[config.mk]
export PLATFORM = sky130hd
export DESIGN_NAME = plot_scheduler
export DESIGN_NICKNAME = d
export VERILOG_FILES = /design/src/rtl/flappy_pkg.sv /design/src/rtl/frame_tick_gen.sv /design/src/rtl/plot_scheduler.sv
export SDC_FILE = /design/constraint.sdc
export NUM_CORES = 1
export LEC_CHECK = 0
export BUFFER_PORTS_ARGS = -buffer_cell sky130_fd_sc_hd__buf_4
export CORE_MARGIN = 4
export CORE_UTILIZATION = 40
export CTS_CLUSTER_DIAMETER = 60
export CTS_CLUSTER_SIZE = 16
export DETAILED_ROUTE_END_ITERATION = 8
export GPL_TIMING_DRIVEN = 0
export PLACE_DENSITY_LB_ADDON = 0.15
export SETUP_SLACK_MARGIN = 0.4
export SLEW_MARGIN = 10
export SYNTH_ARGS = -nofsm -noshare
export SYNTH_HDL_FRONTEND = slang
export SYNTH_HIERARCHICAL = 1
export SYNTH_SLANG_ARGS = --single-unit
[constraint.sdc]
create_clock -name clk -period 2 [get_ports clk]
set_clock_uncertainty 0.15 [all_clocks]
set_input_delay 0.3 -clock clk [delete_from_list [all_inputs] [get_ports clk]]
set_output_delay 0.3 -clock clk [all_outputs]
set_load 0.005 [all_outputs]
[src/rtl/flappy_pkg.sv]
// Shared constants and types for the 160x120 VGA plotting path.
package flappy_pkg;

  localparam int SCREEN_W = 160;
  localparam int SCREEN_H = 120;

  localparam int X_W      = 8;
  localparam int Y_W      = 7;
  localparam int COLOUR_W = 3;

  typedef enum logic [1:0] {
    IDLE  = 2'd0,
    ERASE = 2'd1,
    COLS  = 2'd2,
    DOT   = 2'd3
  } sched_state_t;

endpackage

[src/rtl/frame_tick_gen.sv]
// Free-running frame tick: one-cycle pulse every FRAME_CYCLES clocks.
module frame_tick_gen #(
  parameter int FRAME_CYCLES = 833333
) (
  input  logic clk,
  input  logic resetn,
  output logic tick
);

  localparam int CNT_W = (FRAME_CYCLES > 2) ? $clog2(FRAME_CYCLES) : 1;

  logic [CNT_W-1:0] cnt;

  // Count 0..FRAME_CYCLES-1 and register the wrap as the tick pulse.
  always_ff @(posedge clk or negedge resetn) begin
    if (!resetn) begin
      cnt  <= '0;
      tick <= 1'b0;
    end else if (cnt == CNT_W'(FRAME_CYCLES - 1)) begin
      cnt  <= '0;
      tick <= 1'b1;
    end else begin
      cnt  <= cnt + 1'b1;
      tick <= 1'b0;
    end
  end

endmodule

[src/rtl/plot_scheduler.sv]
// Frame scheduler owning the single pixel-write port of the VGA adapter.
// Per frame: optional full-screen erase, then columns phase, then dot phase.
// Optional erase sweep is built when PLOT_SCHED_ERASE_EN is defined.
//
// state | meaning
// ------+-----------------------------------------------------------
// IDLE  | waiting for a pending frame tick, both readies low
// ERASE | raster sweep writing ERASE_COLOUR, one pixel per cycle
// COLS  | col_ready high, ends on col_last beat or phase timeout
// DOT   | dot_ready high, ends on dot_last beat or phase timeout
module plot_scheduler
  import flappy_pkg::*;
#(
  parameter int                  FRAME_CYCLES  = 833333,
  parameter int                  PHASE_TIMEOUT = 4096,
  parameter logic [COLOUR_W-1:0] ERASE_COLOUR  = 3'b000
) (
  input  logic                clk,
  input  logic                resetn,
  output logic                frame_start,
  input  logic                col_valid,
  input  logic [X_W-1:0]      col_x,
  input  logic [Y_W-1:0]      col_y,
  input  logic [COLOUR_W-1:0] col_colour,
  input  logic                col_last,
  output logic                col_ready,
  input  logic                dot_valid,
  input  logic [X_W-1:0]      dot_x,
  input  logic [Y_W-1:0]      dot_y,
  input  logic [COLOUR_W-1:0] dot_colour,
  input  logic                dot_last,
  output logic                dot_ready,
  output logic [X_W-1:0]      x,
  output logic [Y_W-1:0]      y,
  output logic [COLOUR_W-1:0] colour,
  output logic                plot,
  output logic                overrun,
  output logic                timeout
);

  localparam logic [1:0] S_IDLE = IDLE;
  localparam logic [1:0] S_COLS = COLS;
  localparam logic [1:0] S_DOT  = DOT;
`ifdef PLOT_SCHED_ERASE_EN
  localparam logic [1:0] S_ERASE = ERASE;
  localparam logic [1:0] S_FIRST = S_ERASE;
`else
  localparam logic [1:0] S_FIRST = S_COLS;
  // Without the sweep the erase colour has no consumer.
  localparam logic [COLOUR_W-1:0] unused_erase_colour = ERASE_COLOUR;
`endif

  localparam int PT_W = $clog2(PHASE_TIMEOUT + 1);
  localparam logic [PT_W-1:0] PT_LAST = PT_W'(PHASE_TIMEOUT - 1);

  logic [1:0]      state;
  logic            pending;
  logic            tick;
  logic [PT_W-1:0] ptimer;
`ifdef PLOT_SCHED_ERASE_EN
  logic [X_W-1:0]  ex;
  logic [Y_W-1:0]  ey;
`endif

  frame_tick_gen #(
    .FRAME_CYCLES(FRAME_CYCLES)
  ) u_tick (
    .clk   (clk),
    .resetn(resetn),
    .tick  (tick)
  );

  // Readies and frame_start decode from state only, never from valid.
  assign col_ready   = (state == S_COLS);
  assign dot_ready   = (state == S_DOT);
  assign frame_start = (state == S_IDLE) && pending;

  // Phase sequencing, pending/overrun/timeout bookkeeping and the registered pixel port.
  always_ff @(posedge clk or negedge resetn) begin
    if (!resetn) begin
      state   <= S_IDLE;
      pending <= 1'b0;
      ptimer  <= '0;
`ifdef PLOT_SCHED_ERASE_EN
      ex      <= '0;
      ey      <= '0;
`endif
      x       <= '0;
      y       <= '0;
      colour  <= '0;
      plot    <= 1'b0;
      overrun <= 1'b0;
      timeout <= 1'b0;
    end else begin
      plot <= 1'b0;

      // A tick mid-frame is remembered once; extra ticks collapse into it.
      if (tick) begin
        pending <= 1'b1;
        if (state != S_IDLE) overrun <= 1'b1;
      end

      case (state)
        S_IDLE: begin
          if (pending) begin
            pending <= 1'b0;
            ptimer  <= '0;
            state   <= S_FIRST;
          end
        end
`ifdef PLOT_SCHED_ERASE_EN
        S_ERASE: begin
          x      <= ex;
          y      <= ey;
          colour <= ERASE_COLOUR;
          plot   <= 1'b1;
          if (ex == X_W'(SCREEN_W - 1)) begin
            ex <= '0;
            if (ey == Y_W'(SCREEN_H - 1)) begin
              ey     <= '0;
              ptimer <= '0;
              state  <= S_COLS;
            end else begin
              ey <= ey + 1'b1;
            end
          end else begin
            ex <= ex + 1'b1;
          end
        end
`endif
        S_COLS: begin
          ptimer <= ptimer + 1'b1;
          if (col_valid) begin
            x      <= col_x;
            y      <= col_y;
            colour <= col_colour;
            plot   <= 1'b1;
          end
          // A last beat wins over a timeout landing in the same cycle.
          if (col_valid && col_last) begin
            ptimer <= '0;
            state  <= S_DOT;
          end else if (ptimer == PT_LAST) begin
            ptimer  <= '0;
            timeout <= 1'b1;
            state   <= S_DOT;
          end
        end
        S_DOT: begin
          ptimer <= ptimer + 1'b1;
          if (dot_valid) begin
            x      <= dot_x;
            y      <= dot_y;
            colour <= dot_colour;
            plot   <= 1'b1;
          end
          if (dot_valid && dot_last) begin
            ptimer <= '0;
            state  <= S_IDLE;
          end else if (ptimer == PT_LAST) begin
            ptimer  <= '0;
            timeout <= 1'b1;
            state   <= S_IDLE;
          end
        end
        default: state <= S_IDLE;
      endcase
    end
  end

endmodule

==> results of run 1 <==
sequential cells by signal, summed over array words and instances, names as in the netlist:
register	cells
colour	3
overrun	1
pending	1
plot	1
ptimer	13
state	2
timeout	1
u_tick/cnt	20
u_tick/tick	1
x	8
y	7
power by group through the flow:
stage / sequential [mW] / clock (mW) / combinational, mW
after floorplan: 1.59 / 0 / 0.791
after global placement: 1.57 / 0 / 1.41
after detailed placement: 1.58 / 0 / 1.44
after CTS: 1.56 / 0.974 / 1.85
after global routing: 1.66 / 1.03 / 2.58
final: 1.63 / 0.945 / 2.43
critical path: stages (launching register included):
cell and delay [ps]:
dfrtp_1 400, or4b_1 520, or4_4 440, or3_4 350, and2_4 160
cell families (layout without fill, tap and decap cells):
kind of cell	count (synthesis)	after routing	synth area share [%]
xor+xnor	18	18	5.58
simple gates	110	110	20.0
buf+inv	20	134	3.19
fa+ha+maj	3	3	1.33
flops	58	58	51.4
mux	20	20	7.13
compound gates	53	53	11.4
area by class of cell:
class | count | area, um^2 | share of cell area (%)
sequential | 58 | 1460 | 32.6
clock inverter | 3 | 15.0 | 0.335
timing repair buffer | 99 | 867 | 19.4
buffer | 11 | 138 | 3.07
multi-input combinational | 204 | 1680 | 37.6
clock buffer | 12 | 155 | 3.46
inverter | 9 | 43.8 | 0.978
tap | 96 | 120 | 2.68
per-layer routing:
| metal | track usage (%) | wire length (um) | part of all wire, % |
|---|---|---|---|
| met3 | 4.92 | 225 | 3.0 |
| met5 | 0 | 0 | 0 |
| met4 | 6.68 | 108 | 1.4 |
| met1 | 21.5 | 3200 | 43 |
| met2 | 28.5 | 3930 | 53 |
cells in the final DEF, fill, tap and decap left out, types with 3 or more instances in the layout:
cell,instances
a22o_1,3
o21ai_2,16
clkbuf_8,11
o21ai_0,4
inv_1,7
nor3_1,7
nand3_4,3
dfrtp_1,53
nand3_1,9
buf_12,3
a31oi_1,3
o21ai_1,8
nor2_2,8
xor2_1,6
a21oi_1,3
xnor2_1,12
a21oi_2,3
nand2_2,7
nand4_1,9
or4_4,3
nor2_1,10
nand2_4,10
buf_4,84
nand2_1,15
buf_8,6
nand2_8,3
and2_4,3
mux2i_1,19
o21a_1,4
dfrtp_2,5
buf_6,11
clkinv_2,3
or3_1,4
final timing paths:
check	end	cells past startpoint	start	slack, ps
worst max-delay path	u_tick/cnt[1]$_DFF_PN0_	4	u_tick/cnt[11]$_DFF_PN0_	-120
worst min-delay path	x[5]$_DFFE_PN0P_	3	dot_x[5]	90
worst max register to register	u_tick/cnt[1]$_DFF_PN0_	4	u_tick/cnt[11]$_DFF_PN0_	-120
worst min register to register	timeout$_DFFE_PN0P_	1	timeout$_DFFE_PN0P_	330
max in group asynchronous	u_tick/cnt[2]$_DFF_PN0_	2	resetn	750
min in group asynchronous	ptimer[2]$_DFFE_PN0P_	2	resetn	420
timing repair:
action	in CTS	in global routing
hold endpoints to repair	58	0
buffers inserted	20	8
hold buffers	1	0
resized for setup	52	97
endpoints found under the setup margin	56	55
gates cloned	3	2
pin swaps	17	32
==> flow_metrics.py, run 1 <==
metrics = {
    "outcome": {
        "outcome": "complete, but fails checks",
        "violations": "setup timing",
    },
    "finish": {
        "final_layout_size_suffix_gt1_share_pct": 51.0,
        "antenna_cells": 0,
        "nets": 437,
        "n_fill_cell": 533,
        "area_growth_syn_to_layout_pct": 58.4,
        "finalNonFillerCells": 492,
        "fin_util_pct": 65.5,
        "stdcell_area_um2": 4480,
    },
    "power": {
        "vdd_ir_drop_max_v": 0.000733,
        "switching_share_pct": 35.0,
        "seqPwrFrac_pct": 32.6,
        "power_mw": 5.00,
        "p_clk_share_pct": 18.9,
        "total_leakage_power_nw": 2.13,
        "p_switching_mw": 1.75,
        "p_comb_share_pct": 48.5,
        "power.density_nw_per_um2": 1120,
        "intPower_mw": 3.25,
    },
    "clock_network": {
        "cts_tree": "done",
        "clockBufferDepth": 2,
        "clk_pin_slew_ps": 60,
        "cts_inserted_buffers": 9,
        "numClockSinks": 58,
        "htreeDepth": 3,
        "worstSkewPairLatency_ps": 330,
        "root_buffer": "clkbuf_8",
    },
    "detailed_routing": {
        "via_count": 2510,
        "routed_via_density": 5.10,
        "wl_per_cell_um": 15.2,
        "drt_pass1_iterations": 4,
        "ant_nets": 0,
        "wl_um": 7460,
        "route.detailed.drc": 0,
        "drt_iter0_markers": 68,
    },
    "yosys": {
        "syn-num-nets": 327,
        "ys_ff_latch": 58,
        "async_flop_share_pct": 100,
        "yosys_warnings": 6,
        "yosysMostFrequentCell": "dfrtp_1",
        "seq_area_frac_synth_pct": 51.4,
        "syn_area_per_cell_um2": 10.0,
        "synth_edf_count": 0,
        "synth.area.top_cells": "dfrtp_1, mux2i_1, o21ai_0, nand2_1, xnor2_1",
        "synth_area_um2": 2830,
        "synth_cell_types": 44,
        "synth_flop_cell": "dfrtp_1",
        "synthTopCellsByCount": "dfrtp_1, nand2_1, o21ai_0",
        "syn_inst": 282,
        "synth_top_area_share_pct": 51.4,
        "synth_top_area_cell": "dfrtp_1",
    },
    "placement": {
        "placed_cell_area_um2": 3520,
        "place_inst": 443,
        "post-dp-hpwl_um": 4610,
        "gp_congestion": 0.829,
        "pre_cts_ws_ps": -285,
        "numPortBuffers": 65,
    },
    "critical_path": {
        "worstPathRequired_ps": 2070,
        "end_kind": "flop",
        "worstPathMaxFanout": 2,
        "worstPathArrival_ps": 2200,
        "cp-start-kind": "flop",
        "criticalPathCategory": "reg -> reg",
    },
    "sta": {
        "fmax_ghz": 0.472,
        "setup-violations-final": 14,
        "tns_ps": -674,
        "hold_violations": 0,
        "worstMarginPinSlew_ps": 729,
        "worst_slack_ps": -120,
        "grt_setup_unrepaired": "yes",
        "slew_headroom_pct": 51.4,
        "period_needed_ps": 2120,
        "holdWs_ps": 91.2,
        "period_share_pct": 106,
        "slew_viol_final": 0,
    },
    "global_routing": {
        "overflow": 0,
        "grt_max_degree": 59,
        "grt_pass1_vias": 2422,
        "grt_pass1_wl_um": 11600,
        "grt_usage_pct": 17.3,
        "antenna_found_initial": 0,
    },
    "die": {
        "initial_core_util_pct": 41.4,
        "rows": 30,
        "die_y_um": 92.1,
        "core_um2": 6830,
        "io_pins": 66,
        "fp.dieW_um": 92.1,
        "dieArea_um2": 8480,
    },
    "job": {
        "cap_violations": 0,
    },
    "hold_path": {
        "min_path_type": "in -> reg",
    },
}
(Power assumes the default switching activity.)
==> run 2, diff against run 1 <==
--- a/config.mk
+++ b/config.mk
@@ -17,5 +17,4 @@
 export SLEW_MARGIN = 10
 export SYNTH_ARGS = -nofsm -noshare
 export SYNTH_HDL_FRONTEND = slang
-export SYNTH_HIERARCHICAL = 1
 export SYNTH_SLANG_ARGS = --single-unit
==> run 2 against run 1 <==
Against the previous run: the flow now finishes without violations; sequential cell count unchanged; highest routed layer unchanged; clock-buffer cell count is 1 higher; critical endpoint is now u_tick.cnt[18]$_DFF_PN0_; sequential share of layout area down 0.95 points; worst hold slack improved by 4.8 ps; area after synthesis shrank 0.53%.
==> flow_metrics.py, run 2 <==
metrics = {
    "yosys": {
        "synth_top_area_share_pct": 51.6,
        "yosysMostFrequentCell": "dfrtp_1",
        "synthAdderAreaFrac_pct": 1.34,
        "yosys_warnings": 0,
        "async_flop_share_pct": 100,
        "synth_top_area_cell": "dfrtp_1",
        "synth_xor_area_share_pct": 4.98,
        "synth_top_family_by_area": "simple AND/OR/NAND/NOR gates",
        "synth_compound_area_share_pct": 10.6,
        "synth_flop_cell": "dfrtp_1",
        "synthTopCellsByCount": "dfrtp_1, nand2_1, o21ai_0",
        "seq_area_frac_synth_pct": 51.6,
        "syn-num-nets": 321,
        "synthMuxAreaShare_pct": 7.92,
        "synth_area_um2": 2810,
        "synthSimpleGateAreaFrac_pct": 20.5,
        "synth_edf_count": 0,
        "ys_ff_latch": 58,
        "synth_cell_types": 40,
        "syn_area_per_cell_um2": 10.2,
        "synth.area.top_cells": "dfrtp_1, mux2i_1, o21ai_0, nand2_1, nor2_1",
        "syn_inst": 276,
    },
    "finish": {
        "antenna_cells": 0,
        "nets": 451,
        "regMostFlops": "u_tick.cnt",
        "final_layout_size_suffix_gt1_share_pct": 51.5,
        "area_growth_syn_to_layout_pct": 63.8,
        "largest_reg_flops": 20,
        "biggestRegsByFlops": "u_tick.cnt x20, ptimer x13, x x8",
        "final_common_cell": "buf_4",
        "finalNonFillerCells": 504,
        "n_fill_cell": 525,
        "layout_common_cells": "buf_4, dfrtp_1, mux2i_1",
        "fin_util_pct": 67.8,
    },
    "detailed_routing": {
        "route.detailed.drc": 0,
        "wl_per_cell_um": 15.8,
        "routed_via_density": 5.19,
        "wl_um": 7980,
        "via_count": 2614,
        "drt_iter0_markers": 88,
        "drt_pass1_iterations": 4,
        "ant_nets": 0,
    },
    "die": {
        "rows": 30,
        "dieArea_um2": 8430,
        "initial_core_util_pct": 41.4,
        "die_y_um": 91.8,
        "core_um2": 6790,
        "io_pins": 66,
        "fp.dieW_um": 91.8,
    },
    "global_routing": {
        "grt_pass1_wl_um": 11300,
        "grt_usage_pct": 16.6,
        "overflow": 0,
        "antenna_found_initial": 0,
        "grt_max_degree": 59,
        "grt_pass1_vias": 2467,
    },
    "clock_network": {
        "clockBufferDepth": 2,
        "cts_tree": "done",
        "htreeDepth": 3,
        "cts_inserted_buffers": 9,
        "root_buffer": "clkbuf_8",
        "clk_pin_slew_ps": 60,
        "worstSkewPairLatency_ps": 330,
        "numClockSinks": 58,
    },
    "sta": {
        "slew_viol_final": 0,
        "fmax_ghz": 0.522,
        "holdWs_ps": 96.0,
        "worst_slack_ps": 85.1,
        "setup-violations-final": 0,
        "slew_headroom_pct": 49.7,
        "tns_ps": 0,
        "period_share_pct": 95.7,
        "period_needed_ps": 1910,
        "grt_setup_unrepaired": "yes",
        "hold_violations": 0,
        "worstMarginPinSlew_ps": 755,
    },
    "placement": {
        "place_inst": 437,
        "post-dp-hpwl_um": 4400,
        "gp_congestion": 0.806,
        "numPortBuffers": 65,
        "pre_cts_ws_ps": 21.1,
    },
    "critical_path": {
        "end_kind": "flop",
        "worstPathRequired_ps": 2060,
        "cp-start-kind": "flop",
        "worstPathArrival_ps": 1970,
        "criticalPathCategory": "reg -> reg",
        "rr_startpoint": "u_tick.cnt[0]$_DFF_PN0_",
        "worstPathMaxFanout": 3,
        "crit_start": "u_tick.cnt[0]$_DFF_PN0_",
    },
    "power": {
        "vdd_ir_drop_max_v": 0.000594,
        "total_leakage_power_nw": 2.26,
        "power.density_nw_per_um2": 980,
    },
    "hold_path": {
        "min_path_type": "in -> reg",
        "hold_start": "dot_y[4]",
    },
    "outcome": {
        "outcome": "complete, no violations",
    },
    "job": {
        "cap_violations": 0,
    },
}
## run 2: worst max-delay path, cell delays in order, from the launching register on
cell      delay, ps
dfrtp_1         380
inv_1            60
ha_1            140
or4bb_4         480
or3_4           370
o221ai_2        130
o31ai_1          90
## run 2: timing repair
| action | CTS | global route |
|---|---|---|
| setup buffers | 23 | 24 |
| pin swaps | 16 | 29 |
| hold endpoints to repair | 58 | 0 |
| endpoints found under the setup margin | 55 | 54 |
| gates resized for setup | 36 | 106 |
| gates cloned | 1 | 5 |
| hold buffers | 1 | 0 |
## run 2: cells by family (layout without fill, tap and decap cells)
group	after synthesis	in the layout
buffers and inverters	20	151
adders and majority gates	3	3
xor gates and xnor gates	16	16
DFF	58	58
and+or+nand+nor	110	111
muxes	22	22
AOI/OAI and AO/OA	47	47
## run 2: power breakdown
group	internal (mW)	switching (mW)	total, mW
Combinational	1.12	0.857	1.98
Sequential	1.42	0.213	1.63
Clock	0.498	0.410	0.907
Total	3.03	1.48	4.51
## run 2: layer usage
layer	vias up	GRT usage, %	share of wire, %
li1	1246	-	-
met1	1305	19.4	41
met2	53	28.8	55
met3	10	3.86	3.2
met4	0	7.67	1.3
met5	-	0	0
## run 2: per-stage QoR
| step | total power [mW] | cell area [um^2] |
|---|---|---|
| detailed placement | 2.66 | 3520 |
| finish | 4.51 | 4600 |
| global route | 4.74 | 4600 |
| CTS | 3.78 | 4010 |
| global placement | 2.63 | 3520 |
| floorplan | 2.13 | 2920 |
## run 2: final timing paths
check / to / slack [ps] / cells past startpoint
max: u_tick.cnt[18]$_DFF_PN0_ / 90 / 6
min: y[4]$_DFFE_PN0P_ / 100 / 3
max reg2reg: u_tick.cnt[18]$_DFF_PN0_ / 90 / 6
min reg2reg: timeout$_DFFE_PN0P_ / 310 / 1
max in group asynchronous: u_tick.cnt[4]$_DFF_PN0_ / 710 / 2
min in group asynchronous: ptimer[7]$_DFFE_PN0P_ / 430 / 2
## run 2: cell type report
class	instances	area, um^2	area share, %
Multi-Input combinational cell	199	1650	35.7
Sequential cell	58	1460	31.6
Timing Repair Buffer	118	1010	22.0
Buffer	14	180	3.91
Clock buffer	13	159	3.45
Tap cell	96	120	2.61
Inverter	6	32.5	0.707
==> run 3, diff against run 2 <==
--- a/config.mk
+++ b/config.mk
@@ -6,7 +6,7 @@
 export NUM_CORES = 1
 export LEC_CHECK = 0
 export BUFFER_PORTS_ARGS = -buffer_cell sky130_fd_sc_hd__buf_4
-export CORE_MARGIN = 4
+export CORE_MARGIN = 3
 export CORE_UTILIZATION = 40
 export CTS_CLUSTER_DIAMETER = 60
 export CTS_CLUSTER_SIZE = 16
==> run 3 against run 2 <==
Against the previous run: via count down 2.4%; combinational power down 5%; register-to-register slack worse by 40 ps; die area down 4.3%.
==> flow_metrics.py, run 3 (same netlist as run 2, synthesis figures left out) <==
metrics = {
    "detailed_routing": {
        "routed_via_density": 5.18,
        "via_count": 2550,
        "wl_per_cell_um": 15.2,
        "drt_pass1_iterations": 4,
        "drt_iter0_markers": 65,
        "route.detailed.drc": 0,
        "ant_nets": 0,
        "wl_um": 7490,
    },
    "clock_network": {
        "cts_inserted_buffers": 9,
        "worstSkewPairLatency_ps": 350,
        "clk_pin_slew_ps": 80,
        "numClockSinks": 58,
        "root_buffer": "clkbuf_8",
        "cts_tree": "done",
        "clockBufferDepth": 2,
        "htreeDepth": 3,
    },
    "critical_path": {
        "worstPathRequired_ps": 2070,
        "cp-start-kind": "flop",
        "worstPathArrival_ps": 2020,
        "worstPathMaxFanout": 5,
        "end_kind": "flop",
        "criticalPathCategory": "reg -> reg",
    },
    "sta": {
        "grt_setup_unrepaired": "yes",
        "hold_violations": 0,
        "fmax_ghz": 0.512,
        "period_needed_ps": 1950,
        "slew_headroom_pct": 50.6,
        "tns_ps": 0,
        "worstMarginPinSlew_ps": 741,
        "setup-violations-final": 0,
        "period_share_pct": 97.7,
        "slew_viol_final": 0,
    },
    "finish": {
        "largest_reg_flops": 20,
        "nets": 439,
        "layout_common_cells": "buf_4, dfrtp_1, mux2i_1",
        "finalNonFillerCells": 492,
        "final_common_cell": "buf_4",
        "stdcell_area_um2": 4470,
        "regMostFlops": "u_tick.cnt",
        "biggestRegsByFlops": "u_tick.cnt x20, ptimer x13, x x8",
        "final_layout_size_suffix_gt1_share_pct": 47.9,
        "n_fill_cell": 477,
        "area_growth_syn_to_layout_pct": 59.0,
        "antenna_cells": 0,
    },
    "die": {
        "rows": 29,
        "dieArea_um2": 8070,
        "io_pins": 66,
        "die_y_um": 89.8,
        "fp.dieW_um": 89.8,
        "core_um2": 6570,
        "initial_core_util_pct": 42.8,
    },
    "placement": {
        "placed_cell_area_um2": 3520,
        "post-dp-hpwl_um": 4290,
        "numPortBuffers": 65,
        "place_inst": 434,
        "gp_congestion": 0.788,
    },
    "power": {
        "total_leakage_power_nw": 2.17,
        "power.density_nw_per_um2": 1030,
        "vdd_ir_drop_max_v": 0.000818,
        "power_mw": 4.62,
    },
    "outcome": {
        "outcome": "complete, no violations",
    },
    "global_routing": {
        "overflow": 0,
        "grt_usage_pct": 17.4,
        "grt_pass1_wl_um": 11400,
        "antenna_found_initial": 0,
        "grt_max_degree": 59,
        "grt_pass1_vias": 2403,
    },
    "hold_path": {
        "min_path_type": "in -> reg",
    },
    "job": {
        "cap_violations": 0,
    },
}
[run 3: changes by cell type in the layout (fill, tap and decap cells not counted), moves of 3 or more]
cell     before  now
dfrtp_1      55   58
nand2_4       7    1
nand2_2      11   18
o21ai_1      12   16
buf_4       101   90
dfrtp_2       3    0
o21ai_2      11    8
[run 3: final cells by class]
cell class	count	area [um^2]	area share (%)
Buffer	14	174	3.89
Clock buffer	12	155	3.47
Clock inverter	4	50.0	1.12
Inverter	6	27.5	0.616
Multi-Input combinational cell	199	1580	35.3
Sequential cell	58	1450	32.5
Tap cell	93	116	2.60
Timing Repair Buffer	106	918	20.5
[run 3: timing repair]
action / in CTS / in global routing
setup endpoints to repair: 56 / 56
cloned: 1 / 5
pin swaps: 13 / 11
resized for setup: 37 / 81
setup buffers: 21 / 14
hold buffers: 1 / 0
endpoints found under the hold margin: 58 / 0
[run 3: worst max-delay path, stage by stage (launching register included)]
cell and delay [ps]:
dfrtp_1 420, inv_1 70, ha_1 140, or4bb_4 470, or3_4 360, o221ai_2 140, o31ai_1 90
[run 3: final timing paths]
| path | start | to | cells past startpoint | slack [ps] |
|---|---|---|---|---|
| setup / recovery | u_tick.cnt[0]$_DFF_PN0_ | u_tick.cnt[18]$_DFF_PN0_ | 6 | 50 |
| hold / removal | dot_y[6] | y[6]$_DFFE_PN0P_ | 3 | 70 |
| setup reg to reg | u_tick.cnt[0]$_DFF_PN0_ | u_tick.cnt[18]$_DFF_PN0_ | 6 | 50 |
| hold reg to reg | timeout$_DFFE_PN0P_ | timeout$_DFFE_PN0P_ | 1 | 310 |
| max in group asynchronous | resetn | pending$_DFF_PN0_ | 2 | 790 |
| min in group asynchronous | resetn | ptimer[11]$_DFFE_PN0P_ | 2 | 390 |
[run 3: routing by layer]
layer	wire length [um]	track usage, %
met1	3160	21.5
met2	3870	28.3
met3	319	6.43
met4	140	5.75
met5	0	0
[run 3: per-stage QoR]
step | hold slack (ps) | setup WS [ps] | utilization, %
2_1_floorplan | -146 | 136 | -
6_report | 69.3 | 45.7 | 68.1
5_1_grt | 73.1 | -27.7 | 68.1
3_3_place_gp | 269 | 19.8 | 53.6
4_1_cts | 75.6 | 31.5 | 61.5
3_5_place_dp | 269 | 21.3 | 53.6
[run 3: where the power goes]
part           switching, mW  internal [mW]  leakage [nW]  total [mW]
logic                  0.815           1.07          1.31        1.89
clock network          0.480          0.642        0.0986        1.12
registers              0.194           1.41         0.764        1.61
